### config.mk
export PLATFORM = sky130hd
export DESIGN_NAME = pc_redirect_unit_flat
export DESIGN_NICKNAME = d
export VERILOG_FILES = /design/src/rtl/pc_redirect_if.sv /design/src/rtl/pc_redirect_unit.sv /design/src/flat_wrapper.sv
export SDC_FILE = /design/constraint.sdc
export NUM_CORES = 1
export LEC_CHECK = 0
export ABC_AREA = 1
export BUFFER_PORTS_ARGS = -buffer_cell sky130_fd_sc_hd__buf_2
export CAP_MARGIN = 30
export CORE_ASPECT_RATIO = 0.5
export CORE_MARGIN = 3
export CORE_UTILIZATION = 57
export DETAILED_ROUTE_END_ITERATION = 16
export PLACE_DENSITY = 0.92
export SLEW_MARGIN = 20
export SYNTH_ARGS = -nofsm -noshare
export SYNTH_HDL_FRONTEND = slang
export SYNTH_SLANG_ARGS = --single-unit
### constraint.sdc
create_clock -name clk -period 3.96 [get_ports clk]
set_input_delay 0 -clock clk [delete_from_list [all_inputs] [get_ports clk]]
set_output_delay 0 -clock clk [all_outputs]
set_load 0.02 [all_outputs]
### src/rtl/pc_redirect_if.sv
// pc_redirect_if
//   Groups the fetch-PC control signals exchanged between the EX-stage
//   decision logic / pipeline control (master) and pc_redirect_unit (slave).
//
//   master -> slave : le, decision, branch_target, jal_target, jalr_target
//   slave -> master : pc_out, npc_out, if_id_flush, redirect_pending,
//                     misaligned, bad_code, redirect_count[CNT_W-1:0]
interface pc_redirect_if #(
  parameter int CNT_W = 16
);
  logic             le;
  logic [2:0]       decision;
  logic [31:0]      branch_target;
  logic [31:0]      jal_target;
  logic [31:0]      jalr_target;
  logic [31:0]      pc_out;
  logic [31:0]      npc_out;
  logic             if_id_flush;
  logic             redirect_pending;
  logic             misaligned;
  logic             bad_code;
  logic [CNT_W-1:0] redirect_count;

  modport master (
    output le, decision, branch_target, jal_target, jalr_target,
    input  pc_out, npc_out, if_id_flush, redirect_pending,
           misaligned, bad_code, redirect_count
  );

  modport slave (
    input  le, decision, branch_target, jal_target, jalr_target,
    output pc_out, npc_out, if_id_flush, redirect_pending,
           misaligned, bad_code, redirect_count
  );
endinterface

### src/rtl/pc_redirect_unit.sv
// pc_redirect_unit
//   Owns the fetch-stage program counter. Each cycle selects sequential
//   PC+4 or a branch / JAL / JALR target from the EX-stage decision code,
//   holds a redirect that arrives during a stall until le returns, and
//   emits a registered IF/ID flush pulse aligned with the redirected PC.
//   Keeps sticky misaligned / bad_code diagnostics and a saturating
//   redirect counter.
//
//   Ports:
//     clk    - sole clock, rising edge
//     reset  - synchronous, active-high; overrides all other inputs
//     bus    - pc_redirect_if.slave (le, decision, targets in;
//              pc_out, npc_out, if_id_flush, redirect_pending,
//              misaligned, bad_code, redirect_count out)
//   All outputs come straight from registers.
module pc_redirect_unit #(
  parameter logic [31:0] RESET_PC = 32'h0000_0000,
  parameter int          CNT_W    = 16
) (
  input  logic               clk,
  input  logic               reset,
  pc_redirect_if.slave       bus
);

  typedef enum logic {RUN, HELD} state_t;

  state_t           state_q, state_d;
  logic [31:0]      pc_q, pc_d;
  logic [31:0]      npc_q, npc_d;
  logic [31:0]      hold_q, hold_d;
  logic             flush_q, flush_d;
  logic             pend_q, pend_d;
  logic             mis_q, mis_d;
  logic             bad_q, bad_d;
  logic [CNT_W-1:0] cnt_q, cnt_d;

  logic [31:0]      raw_tgt;
  logic [31:0]      tgt;
  logic             is_redir;

  function automatic logic [CNT_W-1:0] sat_inc(input logic [CNT_W-1:0] v);
    return (&v) ? v : v + CNT_W'(1);
  endfunction

  function automatic logic [31:0] align_target(input logic [31:0] t);
    return {t[31:2], 2'b00};
  endfunction

  // Decode: pick the raw target for the presented code.
  always_comb begin
    raw_tgt  = 32'h0;
    is_redir = 1'b0;
    case (bus.decision)
      3'b001: begin raw_tgt = bus.branch_target; is_redir = 1'b1; end
      3'b010: begin raw_tgt = bus.jal_target;    is_redir = 1'b1; end
      3'b011: begin raw_tgt = bus.jalr_target;   is_redir = 1'b1; end
      default: begin raw_tgt = 32'h0; is_redir = 1'b0; end
    endcase
    tgt = align_target(raw_tgt);
  end

  // Next-state / next-PC selection.
  always_comb begin
    state_d = state_q;
    pc_d    = pc_q;
    npc_d   = npc_q;
    hold_d  = hold_q;
    flush_d = 1'b0;
    pend_d  = pend_q;
    cnt_d   = cnt_q;
    // Diagnostics watch the decision input every cycle, stalled or not.
    mis_d   = mis_q | (is_redir & (|raw_tgt[1:0]));
    bad_d   = bad_q | bus.decision[2];

    case (state_q)
      RUN: begin
        if (bus.le) begin
          if (is_redir) begin
            pc_d    = tgt;
            npc_d   = tgt + 32'd4;
            flush_d = 1'b1;
            cnt_d   = sat_inc(cnt_q);
          end else begin
            pc_d  = npc_q;
            npc_d = npc_q + 32'd4;
          end
        end else if (is_redir) begin
          hold_d  = tgt;
          pend_d  = 1'b1;
          state_d = HELD;
        end
      end
      HELD: begin
        // The stalled EX instruction keeps re-presenting its code, so the
        // decision input is ignored for PC purposes until the hold drains.
        if (bus.le) begin
          pc_d    = hold_q;
          npc_d   = hold_q + 32'd4;
          flush_d = 1'b1;
          cnt_d   = sat_inc(cnt_q);
          pend_d  = 1'b0;
          state_d = RUN;
        end
      end
      default: state_d = RUN;
    endcase
  end

  always_ff @(posedge clk) begin
    if (reset) begin
      state_q <= RUN;
      pc_q    <= RESET_PC;
      npc_q   <= RESET_PC + 32'd4;
      hold_q  <= 32'h0;
      flush_q <= 1'b0;
      pend_q  <= 1'b0;
      mis_q   <= 1'b0;
      bad_q   <= 1'b0;
      cnt_q   <= '0;
    end else begin
      state_q <= state_d;
      pc_q    <= pc_d;
      npc_q   <= npc_d;
      hold_q  <= hold_d;
      flush_q <= flush_d;
      pend_q  <= pend_d;
      mis_q   <= mis_d;
      bad_q   <= bad_d;
      cnt_q   <= cnt_d;
    end
  end

  assign bus.pc_out           = pc_q;
  assign bus.npc_out          = npc_q;
  assign bus.if_id_flush      = flush_q;
  assign bus.redirect_pending = pend_q;
  assign bus.misaligned       = mis_q;
  assign bus.bad_code         = bad_q;
  assign bus.redirect_count   = cnt_q;

endmodule

### src/flat_wrapper.sv
// flat-port wrapper written by rule: the top's interface ports become plain ports
module pc_redirect_unit_flat 
#(
  parameter logic [31:0] RESET_PC = 32'h0000_0000,
  parameter int          CNT_W    = 16
)
  (clk, reset, bus_le, bus_decision, bus_branch_target, bus_jal_target, bus_jalr_target, bus_pc_out, bus_npc_out, bus_if_id_flush, bus_redirect_pending, bus_misaligned, bus_bad_code, bus_redirect_count);
  pc_redirect_if #(.CNT_W(CNT_W)) bus_i ();
  input  logic clk;
  input  logic reset;
  input wire logic [$bits(bus_i.le)-1:0] bus_le;
  input wire logic [$bits(bus_i.decision)-1:0] bus_decision;
  input wire logic [$bits(bus_i.branch_target)-1:0] bus_branch_target;
  input wire logic [$bits(bus_i.jal_target)-1:0] bus_jal_target;
  input wire logic [$bits(bus_i.jalr_target)-1:0] bus_jalr_target;
  output wire logic [$bits(bus_i.pc_out)-1:0] bus_pc_out;
  output wire logic [$bits(bus_i.npc_out)-1:0] bus_npc_out;
  output wire logic [$bits(bus_i.if_id_flush)-1:0] bus_if_id_flush;
  output wire logic [$bits(bus_i.redirect_pending)-1:0] bus_redirect_pending;
  output wire logic [$bits(bus_i.misaligned)-1:0] bus_misaligned;
  output wire logic [$bits(bus_i.bad_code)-1:0] bus_bad_code;
  output wire logic [$bits(bus_i.redirect_count)-1:0] bus_redirect_count;
  assign bus_i.le = bus_le;
  assign bus_i.decision = bus_decision;
  assign bus_i.branch_target = bus_branch_target;
  assign bus_i.jal_target = bus_jal_target;
  assign bus_i.jalr_target = bus_jalr_target;
  assign bus_pc_out = bus_i.pc_out;
  assign bus_npc_out = bus_i.npc_out;
  assign bus_if_id_flush = bus_i.if_id_flush;
  assign bus_redirect_pending = bus_i.redirect_pending;
  assign bus_misaligned = bus_i.misaligned;
  assign bus_bad_code = bus_i.bad_code;
  assign bus_redirect_count = bus_i.redirect_count;
  pc_redirect_unit #(.RESET_PC(RESET_PC), .CNT_W(CNT_W)) u_core (.clk(clk), .reset(reset), .bus(bus_i));
endmodule
==> results of run 1 <==
## power groups by stage
| stage | clock (mW) | combinational, mW | sequential (mW) |
|---|---|---|---|
| global route | 0.903 | 0.694 | 1.24 |
| floorplan | 0 | 0.352 | 1.31 |
| global placement | 0 | 0.602 | 1.25 |
| CTS | 0.852 | 0.625 | 1.23 |
| finish | 0.856 | 0.647 | 1.23 |
| detailed placement | 0 | 0.613 | 1.26 |
## cell families after synthesis
group                      count (synthesis)
buffers and inverters                    152
and+or+nand+nor                          475
DFF                                      111
other                                      1
AOI/OAI and AO/OA                        164
xor gates and xnor gates                  14
adders and majority gates                  2
## area by class of cell
class / instances / share of cell area
Multi-Input combinational cell: 659 / 0.457
Timing Repair Buffer: 202 / 0.143
Sequential cell: 111 / 0.293
Clock buffer: 12 / 0.0311
Tap cell: 140 / 0.0231
Inverter: 97 / 0.0486
Clock inverter: 4 / 0.00412
## worst max-delay path, stage by stage
cell,delay (ps)
dlygate4sd3_1,530
buf_2,160
inv_2,60
o21ai_2,40
buf_4,200
nor2_2,790
inv_1,190
nor2_2,150
buf_4,380
o21ai_0,150
a31oi_1,220
dlygate4sd3_1,570
## metrics by stage
stage | instances | total power [mW]
finish | 1225 | 2.74
floorplan | 922 | 1.66
detailed placement | 1199 | 1.87
CTS | 1225 | 2.71
global route | 1225 | 2.84
global placement | 1199 | 1.86
## per-layer routing
metal	up-vias	global-route usage	wire, µm
met3	59	0.105	3520
met1	3408	0.493	9030
met5	-	0	8
li1	3402	-	-
met2	546	0.534	9790
met4	2	0.0734	399
## Yosys cell counts, types with 9 or more instances
cell type,count
a41oi_1,12
buf_2,12
nand4_1,63
o21ai_1,10
buf_4,11
dfxtp_1,111
clkbuf_1,22
nand3_1,71
nor2_1,97
nand2_1,180
a211oi_1,9
nand2_2,10
nor2_4,11
a21oi_1,24
inv_1,88
o21ai_0,83
## timing repair
| action | CTS | global route |
|---|---|---|
| hold buffers | 10 | 0 |
| resized for setup | 0 | 0 |
| hold endpoints to repair | 7 | 0 |
## final timing paths
path	depth (start not counted)	end
hold reg to reg	2	u_core.bus.pc_out[12]
setup / recovery	12	u_core.hold_q[31]
hold / removal	3	u_core.hold_q[10]
setup reg to reg	7	u_core.hold_q[31]
## registers in the layout, indices dropped and copies added (netlist names)
register,count
u_core.bus.if_id_flush,1
u_core.bus.npc_out,30
u_core.bus.bad_code,1
u_core.hold_q,30
u_core.state_q,1
u_core.bus.redirect_pending,1
u_core.bus.redirect_count,16
u_core.bus.pc_out,30
u_core.bus.misaligned,1
==> metrics.md, run 1 <==
| Metric | Value |
|---|---|
| Worst min path class | `in -> reg` |
| Detail Placement HPWL | `16400 µm` |
| CTS tree | `built` |
| Worst slack at placement | `1050 ps` |
| Vias per inst | `6.05` |
| Net switching fraction of the power | `0.335` |
| Critical setup path kind | `in -> reg` |
| GR Util All Layers | `0.350` |
| Dpl cell area | `7230 µm²` |
| Fmax | `315 MHz` |
| Core Area | `10500 µm²` |
| Sequential fraction of the synthesis area | `0.349` |
| Area Growth Syn to Fin | `19.2%` |
| Synthesized area per cell | `6.93 µm²` |
| WL final | `22700 µm` |
| Number of fill cells | `871` |
| Maximum root-to-sink buffer count | `2` |
| Hold WS | `5.09 ps` |
| Relative slew slack | `0.316` |
| Die width | `156 µm` |
| Standard-cell rows | `26` |
| Reg power frac | `0.451` |
| Mapped Area | `6370 µm²` |
| P_sw | `0.917 mW` |
| Remaining global-route overflow | `0` |
| Initial antenna violation count | `1` |
| Largest net degree at the start of global routing | `40` |
| Outcome | `completed` |
| ANT cells | `0` |
| Final nets | `1184` |
| Final Core Density | `0.721` |
| FF-to-FF setup slack | `960 ps` |
| Crit path arrival time | `3460 ps` |
| Finished Cell Area | `7590 µm²` |
| CP Launch Point | `bus_decision[2]` |
| Post-CTS Setup Bufs | `0` |
| Tightest Pin Transition | `1030 ps` |
| Antenna-violating nets left | `0` |
| Worst-path maximum fanout | `37` |
| Xor and xnor fraction of the mapped netlist area | `0.0192` |
| Synth area leader | `dfxtp_1` |
| 1st-iter DRT viols | `1074` |
| Pwr Density | `361 nW/µm²` |
| Vias | `7417` |
| Final estimated routing congestion in global placement | `1.13` |
| Post-synthesis simple-gate area fraction | `0.369` |
| Area contributors post-synth | `dfxtp_1, nand2_1, o21ai_0, nand4_1, nor2_1` |
| Clock skew | `6.15 ps` |
| #FFs+latches synth | `111` |
| Share of cells above drive strength 1 | `0.250` |
| Yosys warns | `0` |
| Critical path required time | `4250 ps` |
| Slew Limit Fails | `0` |
| Setup TNS | `0 ps` |
| Most used DFF post-synth | `dfxtp_1` |
| Die Ht | `80.8 µm` |
| Clk root buf | `clkbuf_16` |
| Yosys top cell area share | `0.349` |
| Post-synthesis mux area share | `0` |
| Final period utilization | `0.801` |
| Final setup violation count | `0` |
| P_leak | `3.53 nW` |
| Remaining DRCs | `0` |
| Commonest non-fill, non-tap cell in the layout | `buf_2` |
| Internal Pwr Total | `1.82 mW` |
| Max_cap viols | `0` |
| TritonCTS Sinks | `111` |
| Min setup slack post-route | `787 ps` |
| Multi-input logic area | `3470 µm²` |
| Total CTS buffers | `9` |
| Count of different cell masters after synthesis | `48` |
| Hold Vio Cnt, Final | `0` |
| Most frequent cells in the layout | `buf_2, nand2_1, dfxtp_1` |
| Clock power frac | `0.313` |
| Clk Latency, worst-skew pair | `350 ps` |
| Clock-pin slew on the worst setup and hold paths | `70 ps` |
| Number of buffers added on ports | `181` |
| Largest family of logic cells by synthesized area | `simple AND/OR/NAND/NOR gates` |
| Post-synthesis compound-gate area fraction | `0.150` |
| Critical Path Start Type | `input port` |
| CTS H-tree depth | `3` |
| Period minus WS final | `3170 ps` |
| Full die area | `12600 µm²` |
| Worst Min Path Start | `bus_jal_target[10]` |
| Maximum vdd drop | `241 µV` |
| Cells after synthesis | `919` |
| Flip-flop and latch area | `2220 µm²` |
| Synth Area in Adders | `0.00393` |
| I/O pin cnt | `186` |
| Crit. End Element | `flip-flop` |
| Post-synth EDFFs | `0` |
| Initial Util | `0.604` |
| FF-to-FF Start | `u_core.state_q` |
| Global-route wire length before repair | `34600 µm` |
| Post-synth ARST share | `0` |
| Power share of the combinational group | `0.236` |
| RSZ-0062 raised after global routing | `no` |
| Vias in the first global route | `6565` |
| Drt wl/cell | `18.6 µm` |
| TritonRoute pass-1 iters | `6` |
Power figures use the tool's default switching activity.
==> run 2: changes to the inputs <==
Settings changed: CORE_UTILIZATION 57 to 53, PLACE_DENSITY 0.92 to 0.86.
Clock period 3.96 ns to 2.94 ns, I/O delays scaled along.
==> metrics.md, run 2 (synthesized netlist as in run 1, its figures left out) <==
| Metric | Value |
|---|---|
| Outcome | `finished, violations left` |
| Failing checks | `hold timing` |
| Max_cap viols | `0` |
| WL final | `22100 µm` |
| Clk root buf | `clkbuf_16` |
| Clk Latency, worst-skew pair | `350 ps` |
| Dpl cell area | `7330 µm²` |
| Fmax | `376 MHz` |
| Detail Placement HPWL | `16400 µm` |
| Critical Path Start Type | `flip-flop` |
| Die Ht | `83.5 µm` |
| Post-CTS Setup Bufs | `0` |
| P_leak | `3.63 nW` |
| Multi-input logic area | `3470 µm²` |
| Slew Limit Fails | `0` |
| Total CTS buffers | `9` |
| Number of fill cells | `1006` |
| CP Cell Sequence | `inv_2 > buf_4 > nand3_1 > nand2_1 > inv_1 > nand2_1 > nor2_1 > nand2_1 > nor2_1 > nand3_1 > nand3_1 > nand3_1 > nand2_1 > inv_1` |
| Global-route wire length before repair | `34300 µm` |
| Critical path required time | `3190 ps` |
| Tightest Pin Transition | `845 ps` |
| Final Core Density | `0.684` |
| Largest stage delay on the critical path | `610 ps` |
| Pwr Density | `481 nW/µm²` |
| RSZ-0062 raised after global routing | `no` |
| Vias | `7348` |
| Drt wl/cell | `17.6 µm` |
| Largest net degree at the start of global routing | `42` |
| Placed Cells | `1226` |
| ANT cells | `0` |
| TritonRoute pass-1 iters | `7` |
| Hold Path End | `u_core.hold_q[23]` |
| Final period utilization | `0.905` |
| Buf+Inv Stages, Crit Path | `4` |
| Non-filler cells, final | `1257` |
| Antenna-violating nets left | `0` |
| Initial Util | `0.561` |
| Maximum vdd drop | `318 µV` |
| Worst Min Path Start | `bus_jalr_target[23]` |
| Post-cts gate resize count | `0` |
| Final nets | `1197` |
| CP max-delay cell | `dfxtp_1` |
| Worst-path maximum fanout | `16` |
| Worst slack at placement | `433 ps` |
| Full die area | `13500 µm²` |
| Worst-case reg-to-reg path depth | `14` |
| Critical setup path kind | `reg -> reg` |
| Period minus WS final | `2660 ps` |
| Share of cells above drive strength 1 | `0.256` |
| Power, Total | `3.74 mW` |
| Clock skew | `5.78 ps` |
| Remaining global-route overflow | `0` |
| Standard-cell rows | `27` |
| CTS H-tree depth | `3` |
| Flip-flop and latch area | `2220 µm²` |
| Final setup violation count | `0` |
| Area Growth Syn to Fin | `21.9%` |
| Remaining DRCs | `0` |
| Vias per inst | `5.85` |
| Clock-pin slew on the worst setup and hold paths | `70 ps` |
| Cell family with most CP delay | `simple AND/OR/NAND/NOR gates` |
| Hold Vio Cnt, Final | `2` |
| Most frequent cells in the layout | `buf_2, nand2_1, dfxtp_1` |
| Maximum root-to-sink buffer count | `2` |
| Crit path arrival time | `2910 ps` |
| I/O pin cnt | `186` |
| Setup TNS | `0 ps` |
| Final estimated routing congestion in global placement | `1.01` |
| Die width | `161 µm` |
| Crit. End Element | `flip-flop` |
| Core Area | `11400 µm²` |
| GR Util All Layers | `0.317` |
| Min setup slack post-route | `279 ps` |
| Commonest non-fill, non-tap cell in the layout | `buf_2` |
| Finished Cell Area | `7760 µm²` |
| Vias in the first global route | `6660` |
| Relative slew slack | `0.436` |
| FF-to-FF Start | `u_core.state_q` |
| Worst Hold Depth | `3` |
| CTS tree | `built` |
| Cts hold-fix bufs | `15` |
| Initial antenna violation count | `1` |
| 1st-iter DRT viols | `1026` |
| Hold WS | `-0.940 ps` |
| Number of buffers added on ports | `181` |
| FF-to-FF setup slack | `280 ps` |
| Reg2reg end | `u_core.bus.npc_out[25]` |
| Worst min path class | `in -> reg` |
| TritonCTS Sinks | `111` |
[run 2: changes by cell type in the layout (fill, tap and decap cells not counted), sizes merged]
cell	change
buf	+8
clkbuf	-2
clkinv	+3
clkinvlp	-2
dlygate4sd3	+5
inv	+1
[run 2: worst max path at each step]
| stage | startpoint | slack (ps) | depth (start not counted) | end |
|---|---|---|---|---|
| 2_1_floorplan | u_core.state_q | 890 | 13 | u_core.bus.npc_out[26] |
| 3_3_place_gp | u_core.state_q | 500 | 14 | u_core.bus.npc_out[25] |
| 3_5_place_dp | u_core.state_q | 430 | 14 | u_core.bus.npc_out[25] |
| 4_1_cts | u_core.state_q | 420 | 14 | u_core.bus.npc_out[25] |
| 5_1_grt | u_core.state_q | 110 | 14 | u_core.bus.npc_out[25] |
| 6_report | u_core.state_q | 280 | 14 | u_core.bus.npc_out[25] |
[run 2: area by class of cell]
| class | count | share of cell area |
|---|---|---|
| Inverter | 97 | 0.0475 |
| Clock inverter | 6 | 0.00564 |
| Clock buffer | 10 | 0.0308 |
| Tap cell | 159 | 0.0256 |
| Multi-Input combinational cell | 659 | 0.447 |
| Sequential cell | 111 | 0.286 |
| Timing Repair Buffer | 215 | 0.157 |
[run 2: tightest hold or removal path, delay by kind of cell]
family,cells,cell delay [ps]
buffers and inverters,1,100
and+or+nand+nor,1,100
AOI/OAI and AO/OA,1,100
[run 2: power breakdown]
group          switching, mW  total, mW  internal (mW)
Clock                  0.590       1.19          0.604
Sequential            0.0632       1.66           1.60
Combinational          0.593      0.881          0.288
[run 2: metal layers]
layer  share of wire  vias up  track usage  routed length [µm]
met5         0.00059        -            0                  13
met4           0.016        2       0.0601                 359
met3            0.15       47        0.122                3300
met2            0.42      502        0.473                9380
met1            0.41     3360        0.439                9090
li1                -     3437            -                   -
